`src/rtl/rotate_operand_stage_pkg.sv`:
```
// Shared definitions for the rotate operand stage: FSM states, direction
// encoding and the default datapath geometry.
package rotate_operand_stage_pkg;

  localparam int unsigned DEFAULT_WIDTH = 32;
  localparam int unsigned DEFAULT_AMT_W = 5;

  // Direction encoding as sampled on the dir input.
  localparam logic DIR_RIGHT = 1'b0;
  localparam logic DIR_LEFT  = 1'b1;

  typedef enum logic [1:0] {
    ST_IDLE   = 2'd0,
    ST_HAVE_Y = 2'd1,
    ST_EXEC   = 2'd2,
    ST_HOLD   = 2'd3
  } state_e;

endpackage

```
`src/rtl/rotate_operand_stage_core.sv`:
```
// rotate_core: stateless barrel rotate.
//   data   - value to rotate
//   amt    - rotate amount (already reduced mod WIDTH)
//   dir    - DIR_RIGHT / DIR_LEFT
//   result - rotated data
module rotate_core
  import rotate_operand_stage_pkg::*;
#(
  parameter int unsigned WIDTH = DEFAULT_WIDTH,
  parameter int unsigned AMT_W = DEFAULT_AMT_W
) (
  input  logic [WIDTH-1:0] data,
  input  logic [AMT_W-1:0] amt,
  input  logic             dir,
  output logic [WIDTH-1:0] result
);

  logic [AMT_W-1:0] ramt;

  // A left rotate by amt is a right rotate by (WIDTH - amt) mod WIDTH; the
  // two's complement in AMT_W bits gives exactly that, and keeps amt 0 at 0.
  always_comb begin
    ramt = amt;
    if (dir == DIR_LEFT) begin
      ramt = AMT_W'(~amt + AMT_W'(1));
    end
  end

  // Right rotate: shift the doubled word and keep the low half.
  always_comb begin
    result = WIDTH'({data, data} >> ramt);
  end

endmodule

```
`src/rtl/rotate_operand_stage.sv`:
```
// rotate_operand_stage: captures a data operand (Y) and a rotate amount from a
// shared bus, performs one rotate, and holds the result under a valid/ready
// handshake.
//   clk, clr_n   - clock, async active-low reset
//   bus_in       - shared operand bus
//   y_in         - capture bus_in into Y
//   op_start     - capture bus_in as amount (+ dir) and launch
//   dir          - 0 rotate right, 1 rotate left
//   z_out        - registered result
//   res_valid    - result waiting for consumer
//   res_ready    - consumer accepts result
//   busy         - operation in flight (EXEC/HOLD)
//   seq_err      - one-cycle pulse for each cycle with an ignored strobe
module rotate_operand_stage
  import rotate_operand_stage_pkg::*;
#(
  parameter int unsigned WIDTH = DEFAULT_WIDTH,
  parameter int unsigned AMT_W = DEFAULT_AMT_W
) (
  input  logic             clk,
  input  logic             clr_n,
  input  logic [WIDTH-1:0] bus_in,
  input  logic             y_in,
  input  logic             op_start,
  input  logic             dir,
  output logic [WIDTH-1:0] z_out,
  output logic             res_valid,
  input  logic             res_ready,
  output logic             busy,
  output logic             seq_err
);

  state_e           state_q, state_d;
  logic [WIDTH-1:0] y_q, y_d;
  logic [AMT_W-1:0] amt_q, amt_d;
  logic             dir_q, dir_d;
  logic [WIDTH-1:0] z_q, z_d;
  logic             res_valid_q, res_valid_d;
  logic             busy_q, busy_d;
  logic             seq_err_q, seq_err_d;
  logic [WIDTH-1:0] rot_result;

  rotate_core #(
    .WIDTH (WIDTH),
    .AMT_W (AMT_W)
  ) u_rotate_core (
    .data   (y_q),
    .amt    (amt_q),
    .dir    (dir_q),
    .result (rot_result)
  );

  // Next-state, operand capture and handshake decode.
  always_comb begin
    state_d   = state_q;
    y_d       = y_q;
    amt_d     = amt_q;
    dir_d     = dir_q;
    z_d       = z_q;
    seq_err_d = 1'b0;

    unique case (state_q)
      ST_IDLE: begin
        if (y_in) begin
          y_d     = bus_in;
          state_d = ST_HAVE_Y;
        end
        // Without a fresh Y there is nothing to rotate, so op_start is dropped.
        seq_err_d = op_start;
      end
      ST_HAVE_Y: begin
        if (op_start) begin
          amt_d     = AMT_W'(bus_in);
          dir_d     = dir;
          state_d   = ST_EXEC;
          // bus_in carries the amount this cycle, so a coincident y_in is lost.
          seq_err_d = y_in;
        end else if (y_in) begin
          y_d = bus_in;
        end
      end
      ST_EXEC: begin
        z_d       = rot_result;
        state_d   = ST_HOLD;
        seq_err_d = y_in | op_start;
      end
      ST_HOLD: begin
        if (res_ready) begin
          state_d = ST_IDLE;
        end
        seq_err_d = y_in | op_start;
      end
      default: begin
        state_d = ST_IDLE;
      end
    endcase

    // Status flags are registered copies of the upcoming state.
    res_valid_d = (state_d == ST_HOLD);
    busy_d      = (state_d == ST_EXEC) || (state_d == ST_HOLD);
  end

  // State and datapath registers.
  always_ff @(posedge clk or negedge clr_n) begin
    if (!clr_n) begin
      state_q     <= ST_IDLE;
      y_q         <= '0;
      amt_q       <= '0;
      dir_q       <= DIR_RIGHT;
      z_q         <= '0;
      res_valid_q <= 1'b0;
      busy_q      <= 1'b0;
      seq_err_q   <= 1'b0;
    end else begin
      state_q     <= state_d;
      y_q         <= y_d;
      amt_q       <= amt_d;
      dir_q       <= dir_d;
      z_q         <= z_d;
      res_valid_q <= res_valid_d;
      busy_q      <= busy_d;
      seq_err_q   <= seq_err_d;
    end
  end

  assign z_out     = z_q;
  assign res_valid = res_valid_q;
  assign busy      = busy_q;
  assign seq_err   = seq_err_q;

endmodule

```
`config.mk`:
```
export PLATFORM = sky130hd
export DESIGN_NAME = rotate_operand_stage
export DESIGN_NICKNAME = d
export VERILOG_FILES = /design/src/rtl/rotate_operand_stage_pkg.sv /design/src/rtl/rotate_operand_stage_core.sv /design/src/rtl/rotate_operand_stage.sv
export SDC_FILE = /design/constraint.sdc
export NUM_CORES = 1
export LEC_CHECK = 0
export CORE_ASPECT_RATIO = 1.5
export CORE_MARGIN = 5
export CORE_UTILIZATION = 41
export CTS_CLUSTER_DIAMETER = 100
export DETAILED_ROUTE_END_ITERATION = 6
export SYNTH_ARGS = -nofsm -noshare
export SYNTH_HDL_FRONTEND = slang
export SYNTH_SLANG_ARGS = --single-unit
```
`constraint.sdc`:
```
create_clock -name clk -period 3.4 [get_ports clk]
set_input_delay 0.85 -clock clk [delete_from_list [all_inputs] [get_ports clk]]
set_output_delay 0.85 -clock clk [all_outputs]
set_load 0.01 [all_outputs]
```
# == Word-level counts from Yosys, hierarchy flattened ==
# Cells that the tools add are included.
# word_totals
in_bits,38
out_inout_bits,35
elab_cells,34
regBits,75
# classes
add_sub_neg,1
muxes,10
n_shift,1
n_eq_ne,6
n_reduce_logical,6
bitwise,2
# op_table
op,count
32-bit 2-to-1 mux,2
32-bit case mux with 2 select lines,1
64-bit by 5-bit right shift with 32-bit output,1
"2-bit == test, second input constant",4
2-bit case mux with 4 select lines,1
2-bit 2-to-1 mux,3
"5-bit by 1-bit adder with 5-bit output, second input constant",1
5-bit 2-to-1 mux,1
5-bit inverter,1
2-bit AND reduction,2
1-bit case mux with 3 select lines,1
"2-bit by 1-bit == test with 1-bit output, second input constant",1
2-bit logical NOT,1
"2-bit inequality test, second input constant",1
2-bit nonzero test,1
2-bit OR reduction,1
1-bit logical OR,1
1-bit 2-to-1 mux,1
1-bit bitwise OR,1

# == Logic depth before layout (Yosys ltp) ==
# Gate-level depths: netlist of run 1.
# depth
depth_word,4
depth_mapped,11
depth_no_buf,7

# == Cells and area by module ==
# Synthesis of run 1 repeated with hierarchy kept, for this count alone.
# hier_totals
hier_cells,397
area_unflattened_um2,4906.0
# by_module_without_submodules
mod,n_inst,cells_each,seq_area_each_um2,area_per_inst_um2
rotate_operand_stage,1,164,1851.8,3055.4
rotate_core,1,233,0.0,1850.5

# == Worst setup path before layout of run 1 ==
# Ideal clock, no wire load.
# synth_timing
kind,reg2reg
from,reg amt_q[0]
to,reg z_q[5] (netlist: z_out[5])
n_path_buf,4
path_slack_ps,1203
t_required_ps,3258
period_less_slack_ps,2197
path_stages_with_launch,12
setup_ps,142
t_arrival_ps,2055
cell_sequence,dfrtp_1 > buf_6 > buf_2 > inv_1 > ha_1 > mux2_4 > buf_6 > buf_6 > mux2i_1 > mux2i_1 > mux2i_1 > o221ai_1
# synth_between
elab_chain_cells,4
# synth_lines
element,line,source
start: declaration,rotate_operand_stage.sv:35,"logic [AMT_W-1:0] amt_q, amt_d;"
start signal: assignment,rotate_operand_stage.sv:117,amt_q <= amt_d;
5-bit inverter,rotate_operand_stage_core.sv:25,ramt = AMT_W'(~amt + AMT_W'(1));
5-bit by 1-bit adder with 5-bit output,rotate_operand_stage_core.sv:25,
5-bit 2-to-1 mux (*),rotate_operand_stage_core.sv:24,if (dir == DIR_LEFT) begin
64-bit by 5-bit right shift with 32-bit output (*),rotate_operand_stage_core.sv:31,"result = WIDTH'({data, data} >> ramt);"
end signal: assignment,rotate_operand_stage.sv:119,z_q <= z_d;
end: declaration,rotate_operand_stage.sv:37,"logic [WIDTH-1:0] z_q, z_d;"
# Mark *: on every way between the ends. The rest lies on a longest branch, timed or not.
# A chain may end at the register's enable or synchronous reset.

# == Worst setup path after layout of run 1 ==
# layout_timing
from,reg amt_q[0]
to,reg z_q[11] (netlist: z_out[11])
# The elaborated chain is that of the path after synthesis.

==> impl_metrics.yaml, run 1 <==
critical_path:
  arrival_ns: 2.71
  endpoint_kind: "flip-flop"
  worstSetupStartpointType: "flip-flop"
  cpPeakStageDelay_ns: 0.52
  path_buf_inv: 2
  path_class: "flip-flop to flip-flop"
  slowest_stage: "xnor2_4"
  crit_fanout: 34
  path_cells: "buf_4, o31ai_2, xnor2_4, buf_4, mux2i_1, o221ai_1"
  cp_common_cell: "buf_4"
  critPathTopFamily: "buffers and inverters"
  cp.required_ns: 3.56
global_routing:
  overflow: 0
  grt_max_degree: 42
  grt_pass1_wl_mm: 16.4
  antenna_found_initial: 0
  grt_pass1_vias: 3183
  grt_usage: 0.163
placement:
  dpl.hpwl_mm: 7.56
  routabilityCongestion: 0.783
  placed_cell_area_mm2: 0.00521
  port_buffers: 72
route:
  ant_nets: 0
  wl_per_cell_um: 17.4
  dr.pass1.iters: 4
  via_count: 3062
  viasPerCell: 5.37
  drc: 0
  drtIter0Drc: 90
  totalWireLength_mm: 9.92
floorplan:
  fp-row-count: 46
  die_y_um: 137
  dieWidth_um: 94.5
  coreArea_mm2: 0.0105
  initial_core_util: 0.417
  ioPinCount: 73
  dieArea_mm2: 0.0129
timing:
  tightest_slew_ns: 1.16
  relSlewSlack: 0.229
  finalCritPeriodShare: 0.751
  skew_ns: 0.00444
  grt_setup_unrepaired: "no"
  hold_viol: 0
  setup_tns_ns: 0
  period_needed_ns: 2.55
  fmax_mhz: 392
  timing.hold.ws_ns: 0.484
  slew_violations: 0
  setup_viol: 0
yosys:
  syn_area_per_cell_um2: 12.3
  ys_seq_area_frac: 0.428
  synth.cell_area_mm2: 0.00439
  syn-num-nets: 397
  yosys_warnings: 0
  syn_inst: 358
  ys_seq_elements: 75
  yosysUniqueCellTypes: 25
clocking:
  cts_num_sinks: 75
  clockBufferDepth: 2
  clk_latency_ns: 0.33
  ctsResizeCount: 0
  cts_tree: "built"
  postCtsSetupBuffers: 0
  root_buffer: "clkbuf_16"
  cts_buffers: 9
  cts_hold_buf: 0
  clk_pin_slew_ns: 0.06
  ctsHtreeMaxLevel: 3
final_layout:
  layout-drive-gt1-share: 0.216
  syn2layout_area_growth_pct: 26.9
  final_area_mm2: 0.00557
  layout.nets: 460
  insertedDiodeCount: 0
run_status:
  status: "finished clean"
min_path:
  hold_class: "flip-flop to flip-flop"
run:
  max_cap_violations: 0
cell usage after synthesis:
| master | count | area share |
|---|---|---|
| o221ai_1 | 32 | 0.064 |
| nand2b_1 | 5 | 0.0071 |
| buf_4 | 3 | 0.0051 |
| ha_1 | 1 | 0.0029 |
| a21boi_0 | 1 | 0.0017 |
| nor2b_1 | 1 | 0.0014 |
| nor2_1 | 2 | 0.0017 |
| dfrtp_1 | 75 | 0.43 |
| o31ai_1 | 1 | 0.0017 |
| a21oi_1 | 2 | 0.0023 |
| xnor2_2 | 2 | 0.0074 |
| buf_6 | 5 | 0.013 |
| mux2_4 | 1 | 0.0034 |
| and2b_1 | 1 | 0.0017 |
| xor2_1 | 1 | 0.0020 |
| nand2_1 | 33 | 0.028 |
| mux2i_1 | 96 | 0.22 |
| mux2_2 | 65 | 0.17 |
| mux2_1 | 6 | 0.015 |
| buf_2 | 9 | 0.010 |
| nor3_1 | 1 | 0.0011 |
| inv_1 | 3 | 0.0026 |
| clkbuf_1 | 9 | 0.0077 |
| o31ai_2 | 1 | 0.0029 |
| nand3b_1 | 2 | 0.0034 |
kinds of logic after synthesis:
group           synth area share
mux                        0.405
flops                      0.428
simple gates              0.0448
compound gates            0.0724
buf+inv                   0.0385
xor+xnor                 0.00941
fa+ha+maj                0.00285
tightest hold or removal path, stage by stage, from the launching register on:
cell and delay, ns:
dfrtp_1 0.34, nand2_1 0.05, o221ai_1 0.06
final cells by class:
type	instances	area, um^2
multi-input cells	254	2370
repair buffers	78	773
clock inverters	4	95.1
clock buffers	12	267
inverters	3	11.3
well taps	144	180
fillers	946	4960
flip-flops and latches	75	1880
placed cells by master, fill, tap and decap left out, types with 3 or more instances in the layout:
cell type / n
inv_1: 3
mux2i_1: 96
mux2_2: 65
nand2_1: 33
nand2b_1: 5
mux2_1: 6
clkbuf_8: 3
o221ai_1: 32
bufinv_16: 3
buf_4: 5
dfrtp_1: 75
clkdlybuf4s50_1: 71
clkbuf_16: 9
final timing paths:
path | startpoint | to | slack (ns) | cells past startpoint
worst max-delay path | amt_q[0] | z_out[11] | 0.85 | 6
worst min-delay path | z_out[2] | z_out[2] | 0.48 | 2
worst max register to register | amt_q[0] | z_out[11] | 0.85 | 6
worst min register to register | z_out[2] | z_out[2] | 0.48 | 2
max in group asynchronous | clr_n | z_out[24] | 2.07 | 2
min in group asynchronous | clr_n | amt_q[3] | 0.63 | 1
layer usage:
layer  vias up  track usage  share of wire
li1       1471            -              -
met1      1517        0.204           0.44
met2        63        0.279           0.51
met3        11       0.0314          0.031
met4         0       0.0554          0.017
met5         -            0              0
registers in the layout (all words and copies together) (netlist names):
signal / count
seq_err: 1
busy: 1
y_q: 32
z_out: 32
state_q: 2
dir_q: 1
res_valid: 1
amt_q: 5
through the flow:
stage          utilization  cells  worst slack [ns]
2_1_floorplan            -    358              1.20
3_3_place_gp         0.494    554             0.638
3_5_place_dp         0.494    554             0.567
4_1_cts              0.529    570             0.839
5_1_grt              0.529    570             0.642
6_report             0.529    570             0.847
Power of run 1 is left out: the tool's default activity adds up to more than one toggle a clock period on the data nets, which glitch-free logic cannot reach.
==> inputs of run 2 (changes only) <==
- PLACE_DENSITY: not set -> 0.67
- clock period: 3.4 -> 2.3 ns (I/O delays scaled with it)
==> impl_metrics.yaml, run 2 (synthesis gave the netlist of run 1 again) <==
run_status:
  status: "finished clean"
global_routing:
  grt_pass1_wl_mm: 16.4
  grt_pass1_vias: 3184
  overflow: 0
  antenna_found_initial: 0
  grt_usage: 0.167
  grt_max_degree: 76
timing:
  tightest_slew_ns: 0.551
  setup_viol: 0
  period_needed_ns: 2.20
  hold_viol: 0
  skew_ns: 0.00740
  relSlewSlack: 0.632
  slew_violations: 0
  finalCritPeriodShare: 0.957
  fmax_mhz: 454
floorplan:
  dieWidth_um: 94.5
  dieArea_mm2: 0.0129
  ioPinCount: 73
  coreArea_mm2: 0.0105
  initial_core_util: 0.417
  die_y_um: 137
  fp-row-count: 46
route:
  drtIter0Drc: 122
  ant_nets: 0
  via_count: 3115
  wl_per_cell_um: 17.3
  dr.pass1.iters: 4
  drc: 0
  viasPerCell: 5.42
  totalWireLength_mm: 9.93
critical_path:
  worstReg2RegStart: "amt_q[0]"
  crit_start: "amt_q[0]"
  ff2ff_path_depth: 7
  endpoint_kind: "flip-flop"
  path_class: "flip-flop to flip-flop"
  arrival_ns: 2.41
  cp.required_ns: 2.51
  endpoint: "z_out[5]"
  regToRegSetupSlack_ns: 0.1
  worstSetupStartpointType: "flip-flop"
  crit_fanout: 32
  timing.rr.end: "z_out[5]"
final_layout:
  layout-drive-gt1-share: 0.234
  mostFrequentLayoutCells: "mux2i_1, dfrtp_1, clkdlybuf4s50_1"
  syn2layout_area_growth_pct: 28.1
  layout_commonest_cell: "mux2i_1"
  multi_input_area_mm2: 0.00240
  regArea_mm2: 0.00188
  insertedDiodeCount: 0
  fill_cells: 945
  final_area_mm2: 0.00562
  layout.nets: 465
clocking:
  cts_buffers: 9
  cts_hold_buf: 0
  root_buffer: "clkbuf_16"
  ctsHtreeMaxLevel: 3
  cts_num_sinks: 75
  clk_pin_slew_ns: 0.06
  clk_latency_ns: 0.34
  cts_tree: "built"
  clockBufferDepth: 2
placement:
  routabilityCongestion: 0.885
  dpl.hpwl_mm: 7.54
  placed_cell_area_mm2: 0.00530
  port_buffers: 72
min_path:
  hold_class: "primary input to asynchronous set/reset pin"
run:
  max_cap_violations: 0
run 2: cell count changes in the layout (fill, tap and decap cells not counted):
cell        before  now
mux2i_2          0    5
buf_4            5    6
clkinv_2         1    3
clkbuf_1         0    1
mux2_8           0    1
clkbuf_8         3    1
buf_12           1    5
bufinv_16        3    1
mux2_4           1    0
clkinvlp_4       0    1
mux2i_1         96   91
run 2: area by class of cell:
class / count / area share
Sequential cell: 75 / 0.334
Inverter: 3 / 0.00200
Clock inverter: 5 / 0.00935
Multi-Input combinational cell: 254 / 0.426
Timing Repair Buffer: 83 / 0.153
Clock buffer: 11 / 0.0432
Tap cell: 144 / 0.0321
run 2: per-stage QoR:
step,hold slack (ns),TNS (ns),cells,utilization,setup WS [ns]
6_report,0.218,0,575,0.534,0.0979
2_1_floorplan,0.279,0,358,-,0.103
5_1_grt,0.287,-0.000840,575,0.534,-0.000840
3_5_place_dp,0.472,-0.0199,559,0.503,-0.0195
3_3_place_gp,0.475,0,559,0.503,0.0226
4_1_cts,0.269,0,575,0.532,0.0555
run 2: metal layers:
metal  up-vias  GRT usage  part of all wire
met5         -          0                 0
met4         0     0.0883             0.031
met3        19     0.0325             0.034
met2        72      0.284              0.53
met1      1556      0.199              0.41
li1       1468          -                 -
run 2: worst max-delay path: stages (launching register included):
cell and delay (ns):
dfrtp_1 0.38, inv_1 0.06, ha_1 0.30, mux2_8 0.43, mux2i_1 0.31, mux2i_1 0.15
mux2i_1 0.26, o221ai_1 0.16
run 2: repair_timing:
item | in CTS | in global routing
gates resized for setup | 1 | 5
endpoints found under the setup margin | 1 | 8
setup buffers | 0 | 0
run 2: worst min-delay path by stage:
stage,start,endpoint,slack [ns],cells after the start
2_1_floorplan,clr_n,amt_q[0],0.28,0
3_3_place_gp,z_out[15],z_out[15],0.47,2
3_5_place_dp,z_out[25],z_out[25],0.47,2
4_1_cts,clr_n,dir_q,0.27,2
5_1_grt,clr_n,dir_q,0.29,2
6_report,clr_n,dir_q,0.22,2
Power of run 2 is left out for the same reason.
